**src/rtl/logic_array_pipe_pkg.sv**
```systemverilog
// logic_pkg: op encoding and the reference logic function shared by the logic array pipeline.
package logic_pkg;
    localparam int MAX_W = 128;
    typedef enum logic [2:0] {
        OP_NAND  = 3'b000,
        OP_AND   = 3'b001,
        OP_OR    = 3'b010,
        OP_NOR   = 3'b011,
        OP_XOR   = 3'b100,
        OP_XNOR  = 3'b101,
        OP_NOTA  = 3'b110,
        OP_PASSA = 3'b111
    } op_e;
    // Operates at the widest supported width; callers zero-extend operands and truncate the result.
    function automatic logic [MAX_W-1:0] logic_op(input op_e op, input logic [MAX_W-1:0] a, input logic [MAX_W-1:0] b);
        case (op)
            OP_NAND: logic_op = ~(a & b);
            OP_AND:  logic_op = a & b;
            OP_OR:   logic_op = a | b;
            OP_NOR:  logic_op = ~(a | b);
            OP_XOR:  logic_op = a ^ b;
            OP_XNOR: logic_op = ~(a ^ b);
            OP_NOTA: logic_op = ~a;
            default: logic_op = a;
        endcase
    endfunction
endpackage

```
**src/rtl/logic_pipe_stage.sv**
```systemverilog
// logic_pipe_stage: one valid/data register stage; loads when advanced, holds otherwise.
module logic_pipe_stage
    import logic_pkg::*;
#(
    parameter int DW = 66
) (
    input  logic          clk,
    input  logic          rst,
    input  logic          i_adv,
    input  logic          i_valid,
    input  logic [DW-1:0] i_data,
    output logic          o_valid,
    output logic [DW-1:0] o_data
);
    logic          r_valid;
    logic [DW-1:0] r_data;
    // Bubbles do not overwrite data, so the word stays put until real data replaces it.
    always_ff @(posedge clk) begin
        if (rst) begin
            r_valid <= 1'b0;
            r_data  <= '0;
        end else if (i_adv) begin
            r_valid <= i_valid;
            if (i_valid) r_data <= i_data;
        end
    end
    assign o_valid = r_valid;
    assign o_data  = r_data;
endmodule

```
**src/rtl/logic_array_pipe.sv**
```systemverilog
// logic_array_pipe: pipelined bitwise logic unit with zero/all-ones flags and valid/ready on both sides.
module logic_array_pipe
    import logic_pkg::*;
#(
    parameter int WIDTH   = 64,
    parameter int LATENCY = 2
) (
    input  logic             clk,
    input  logic             rst,
    input  logic             in_valid,
    output logic             in_ready,
    input  logic [2:0]       in_op,
    input  logic [WIDTH-1:0] in_a,
    input  logic [WIDTH-1:0] in_b,
    output logic             out_valid,
    input  logic             out_ready,
    output logic [WIDTH-1:0] out_y,
    output logic             out_zero,
    output logic             out_ones
);
    localparam int DW = WIDTH + 2;
    logic [WIDTH-1:0] w_y;
    logic             w_zero;
    logic             w_ones;
    logic [LATENCY:0]   w_adv;
    logic [LATENCY-1:0] w_v;
    logic [LATENCY-1:0] w_vin;
    logic [DW-1:0]      w_d   [LATENCY];
    logic [DW-1:0]      w_din [LATENCY];
    assign w_y    = WIDTH'(logic_op(op_e'(in_op), MAX_W'(in_a), MAX_W'(in_b)));
    assign w_zero = ~|w_y;
    assign w_ones = &w_y;
    // A stage may load when it is empty or when its content leaves this cycle.
    always_comb begin
        w_adv[LATENCY] = out_ready;
        for (int k = LATENCY - 1; k >= 0; k--) w_adv[k] = !w_v[k] || w_adv[k+1];
    end
    assign in_ready = rst || w_adv[0];
    for (genvar i = 0; i < LATENCY; i++) begin : g_stage
        if (i == 0) begin : g_head
            assign w_vin[i] = in_valid;
            assign w_din[i] = {w_y, w_zero, w_ones};
        end else begin : g_tail
            assign w_vin[i] = w_v[i-1];
            assign w_din[i] = w_d[i-1];
        end
        logic_pipe_stage #(.DW(DW)) u_stage (
            .clk     (clk),
            .rst     (rst),
            .i_adv   (w_adv[i]),
            .i_valid (w_vin[i]),
            .i_data  (w_din[i]),
            .o_valid (w_v[i]),
            .o_data  (w_d[i])
        );
    end
    assign out_valid                    = w_v[LATENCY-1];
    assign {out_y, out_zero, out_ones} = w_d[LATENCY-1];
endmodule

```
**config.mk**
```make
export PLATFORM = sky130hd
export DESIGN_NAME = logic_array_pipe
export DESIGN_NICKNAME = d
export VERILOG_FILES = /design/src/rtl/logic_array_pipe_pkg.sv /design/src/rtl/logic_pipe_stage.sv /design/src/rtl/logic_array_pipe.sv
export SDC_FILE = /design/constraint.sdc
export NUM_CORES = 1
export LEC_CHECK = 0
export CAP_MARGIN = 20
export CORE_ASPECT_RATIO = 0.8
export CORE_UTILIZATION = 25
export DETAILED_ROUTE_END_ITERATION = 12
export PLACE_DENSITY_LB_ADDON = 0.2
export SYNTH_ARGS = -nofsm -noshare
export SYNTH_HDL_FRONTEND = slang
export SYNTH_SLANG_ARGS = --single-unit
```
**constraint.sdc**
```tcl
create_clock -name clk -period 5.5 [get_ports clk]
set_clock_uncertainty 0.15 [all_clocks]
set_input_delay 1.65 -clock clk [delete_from_list [all_inputs] [get_ports clk]]
set_output_delay 1.65 -clock clk [all_outputs]
set_load 0.01 [all_outputs]
```
; ---- Yosys cells after proc, flatten, opt, wreduce, memory -nomap -nowiden
; Index checks and enable logic that the tools add are counted.
[op_classes]
n_addsub = 0
mul = 0
n_div = 0
n_lt_le_gt_ge = 0
n_eq_ne = 6
n_shift = 0
n_mux = 1
bitwise = 7
reduce_logical = 11
[op_table]
columns = cell, n
row1 = 64-bit case mux with 7 select lines, 1
row2 = 64-bit inverter, 4
row3 = 64-bit AND, 1
row4 = 64-bit bitwise OR, 1
row5 = 64-bit AND reduction, 1
row6 = 64-bit OR reduction, 1
row7 = 64-bit bitwise XOR, 1
row8 = "3-bit == test, second input constant", 3
row9 = "3-bit by 2-bit == test with 1-bit output, second input constant", 2
row10 = 2-bit AND reduction, 2
row11 = "3-bit by 1-bit == test with 1-bit output, second input constant", 1
row12 = 1-bit logical NOT, 3
row13 = 3-bit logical NOT, 1
row14 = 1-bit logical OR, 3
[totals]
register_bits = 134
latch_bits = 0
mem_bits_rw = 0
rom_bits = 0
inputBits = 135
out_inout_bits = 68
elab_cells = 29
n_memories = 0

; ---- Longest topological paths before layout
; Gate-level depths: netlist (run 1).
[depth]
word_depth = 5
ltp_mapped = 13
depth_no_buf = 10

; ---- By module
; Synthesis (run 1) repeated with hierarchy kept, for this count alone.
[unflattened]
cells_unflattened = 1458
area_unflattened_um2 = 12349.3
[modules_own_cells]
columns = mod, instances, cells_per_inst, area_each_um2
row1 = logic_array_pipe, 1, 850, 6508.7
row2 = logic_pipe_stage, 2, 304, 2920.3

; ---- Worst setup path before layout (run 1)
; OpenSTA, ideal clock, no wires.
[synth_path]
path_type = input -> output
start = input port rst
end = output port in_ready
t_arrival_ps = 2339
slack_ps = 1361
cell_stages = 3
path_buffers = 2
cell_sequence = clkbuf_1 > clkbuf_1 > or2_2
[synth_between]
elab_chain_len = 1
[synth_lines]
columns = item, line_no
row1 = from (decl), logic_array_pipe.sv:9  ; input logic rst,
row2 = 1-bit logical OR, logic_array_pipe.sv:38  ; assign in_ready = rst || w_adv[0];
row3 = to (decl), logic_array_pipe.sv:11  ; output logic in_ready,
; Every way passes these cells.

; ---- Worst setup path in the final report (run 1)
[layout_path]
start = input port out_ready
end = output port in_ready
[layout_between]
elab_chain_len = 3
[layout_lines]
columns = item, line_no
row1 = from (decl), logic_array_pipe.sv:16  ; input logic out_ready,
row2 = 1-bit logical OR (2 in a row), logic_array_pipe.sv:36  ; for (int k = LATENCY - 1; k >= 0; k--) w_adv[k] = !w_v[k] || w_adv[k+1];
row3 = 1-bit logical OR, logic_array_pipe.sv:38
; Every way passes these cells.

==> results of run 1 <==
-- metrics by stage --
step	hold WS, ns	total power [W]	instances	setup slack (ns)
floorplan	0.275	0.00156	1311	1.36
global placement	0.294	0.00189	2000	0.489
detailed placement	0.296	0.00191	2000	0.482
CTS	0.306	0.00307	2032	0.482
global route	0.325	0.00320	2033	0.452
finish	0.304	0.00303	2035	0.540
-- worst paths after layout --
| check | endpoint | slack (ns) | from |
|---|---|---|---|
| max | in_ready | 0.54 | out_ready |
| min | g_stage[1].u_stage.o_data[25] | 0.30 | g_stage[1].u_stage.o_data[25] |
| max reg2reg | g_stage[1].u_stage.o_data[46] | 3.32 | g_stage[1].u_stage.o_valid |
| min reg2reg | g_stage[1].u_stage.o_data[25] | 0.30 | g_stage[1].u_stage.o_data[25] |
-- worst reg2reg max path, delay by kind of cell, from the launching register on --
| kind | cells | cell delay [ns] |
|---|---|---|
| AOI/OAI and AO/OA | 1 | 0.14 |
| and+or+nand+nor | 3 | 0.94 |
| DFF | 1 | 0.32 |
| buffers and inverters | 2 | 0.55 |
-- power breakdown --
group	internal (W)	switching, W	leakage (nW)
Combinational	0.000366	0.000460	4.38
Sequential	0.00103	0.0000323	1.09
Clock	0.000679	0.000469	0.292
Total	0.00207	0.000961	5.76
-- cell type report --
class	instances	area, sq um
antenna	3	7.51
clock buffer	17	425
clock inverter	15	170
fill	4296	27200
inverter	179	674
multi-input combinational	906	6530
sequential	134	2680
tap	544	681
timing repair buffer	237	2330
-- layer usage --
metal	track usage	vias to the layer above
li1	-	4766
met1	0.245	4466
met2	0.238	211
met3	0.0375	21
met4	0.0299	4
met5	0	-
-- state kept, by name (all words and copies together), names as in the netlist --
name and count:
g_stage.u_stage.o_data 132, g_stage.u_stage.o_valid 2
-- cell usage in the layout (no fill, tap or decap), types with 6 or more instances in the layout --
master           instances
nand2_1                171
buf_4                   32
xnor2_1                 33
a21oi_1                135
o21bai_1                 6
nor2b_1                  9
mux4_2                  34
clkdlybuf4s50_1        198
a22o_1                  14
and2_1                   7
a211oi_1                11
o211ai_1                 7
nand3_1                  8
a22oi_1                 15
o22ai_1                 14
nand4_1                 10
a31oi_1                  7
dfxtp_1                134
ha_1                   128
mux2i_1                 24
o21ai_0                 32
clkbuf_16               17
inv_1                  176
nor4_1                  10
nor3_1                  11
nor2_1                 134
o221ai_1                13
-- logic make-up after synthesis --
group / after synthesis / synth area share
AO/OA/AOI/OAI: 287 / 0.173
AND/OR/NAND/NOR: 395 / 0.167
adder cells (fa/ha/maj): 128 / 0.155
flip-flops: 134 / 0.260
XOR/XNOR: 36 / 0.0327
buffers and inverters: 271 / 0.110
multiplexers: 60 / 0.102
==> qor.yml, run 1 <==
outcome: "complete, no violations"
yosys.area.top_type: "dfxtp_1"
worst_ep_required_time_ns: 3.70
via_per_inst: 4.65
hold_viol_final: 0
dieArea_sq_um: 42200
min_period_over_period: 0.902
fin_util: 0.332
dr_wl_met3_mm: 1.81
r2r_cells: 6
cpMaxStageDelayCell: "clkdlybuf4s50_1"
grt_usage: 0.164
vias: 9468
hold_depth: 2
critPathKind: "primary input to output pin"
io_pins: 203
async_flop_share: 0
slew_violations: 0
finalSetupViolations: 0
synthTopCellsByCount: "177 x inv_1, 172 x nand2_1, 135 x a21oi_1"
fin_area_sq_um: 13500
place_area_sq_um: 12900
tns_ns: 0
clk_pin_slew_ns: 0.06
synthCells: 1311
grt_pass1_vias: 9172
antenna_found_initial: 6
postCtsSetupBuffers: 0
grt_pass1_wl_mm: 54.1
htree_levels: 4
final_layout_size_suffix_gt1_frac: 0.0847
overflow: 0
ant_nets: 0
top_layer: "met5"
nets: 1738
dr_wl_met2_mm: 14.4
cts_tree: "yes"
cts.repair.resized: 0
cts_hold_buf: 0
cp-end-kind: "output pin"
cp.depth: 5
met1_length_mm: 18.3
p_leak_nw: 5.76
synth_top_area_share: 0.260
cpLargestDelayFamily: "buffers and inverters"
synth_edf_count: 0
max_freq_ghz: 0.202
synth_area_per_cell_sq_um: 7.88
routedWlPerCell_um: 17.1
drt_first_pass_iters: 5
cpMostUsedCell: "clkdlybuf4s50_1"
cts_sinks: 134
syn_nets: 1574
coreArea_sq_um: 40700
initial_utilization: 0.254
synth_flop_cell: "dfxtp_1"
rsz0062_at_grt: "no"
cts_buffer_depth: 2
synthTopCellsByArea: "dfxtp_1 26%, ha_1 15%, mux4_2 7.4%"
start_kind: "primary input"
slowest_delay_ns: 0.49
ctsRootBufferMaster: "clkbuf_16"
fin_crit_ns: 4.96
synth_most_common_cell: "inv_1"
num_rows: 66
holdCritPathClass: "flop to flop"
ir_drop_mv: 0.178
area_growth_pct: 30.7
path_cells: "clkdlybuf4s50_1 -> nor2b_1 -> nand2_1 -> or2_2 -> clkdlybuf4s50_1"
crit_fanout: 3
drt-initial-drc-count: 555
die_h_um: 184
ys.warnings.count: 0
cp.arrival_ns: 3.16
synth_area_sq_um: 10300
die_w_um: 229
drc: 0
cap_violations: 0
cts_buffers: 17
critPathBufInv: 2
max-slew-margin-rel: 0.336
tightest_slew_ns: 0.996
place_congestion: 0.761
synth_cell_type_count: 63
clock_latency_ns: 0.42
routed_wirelength_mm: 34.8
port_buffers: 202
ys_seq_area_frac: 0.260
synth_seq_cells: 134
grt_start_max_net_pins: 101
p_per_area_nw_per_um2: 224
hpwl_mm: 26.8
Power figures use the tool's default switching activity.
==> inputs of run 2 (changes only) <==
--- a/config.mk
+++ b/config.mk
@@ -8,6 +8,7 @@
 export CAP_MARGIN = 20
 export CORE_ASPECT_RATIO = 0.8
 export CORE_UTILIZATION = 25
+export CTS_CLUSTER_SIZE = 10
 export DETAILED_ROUTE_END_ITERATION = 12
 export PLACE_DENSITY_LB_ADDON = 0.2
 export SYNTH_ARGS = -nofsm -noshare
==> results of run 2 <==
Final layout, timing and power as in run 1 (identical DEF).
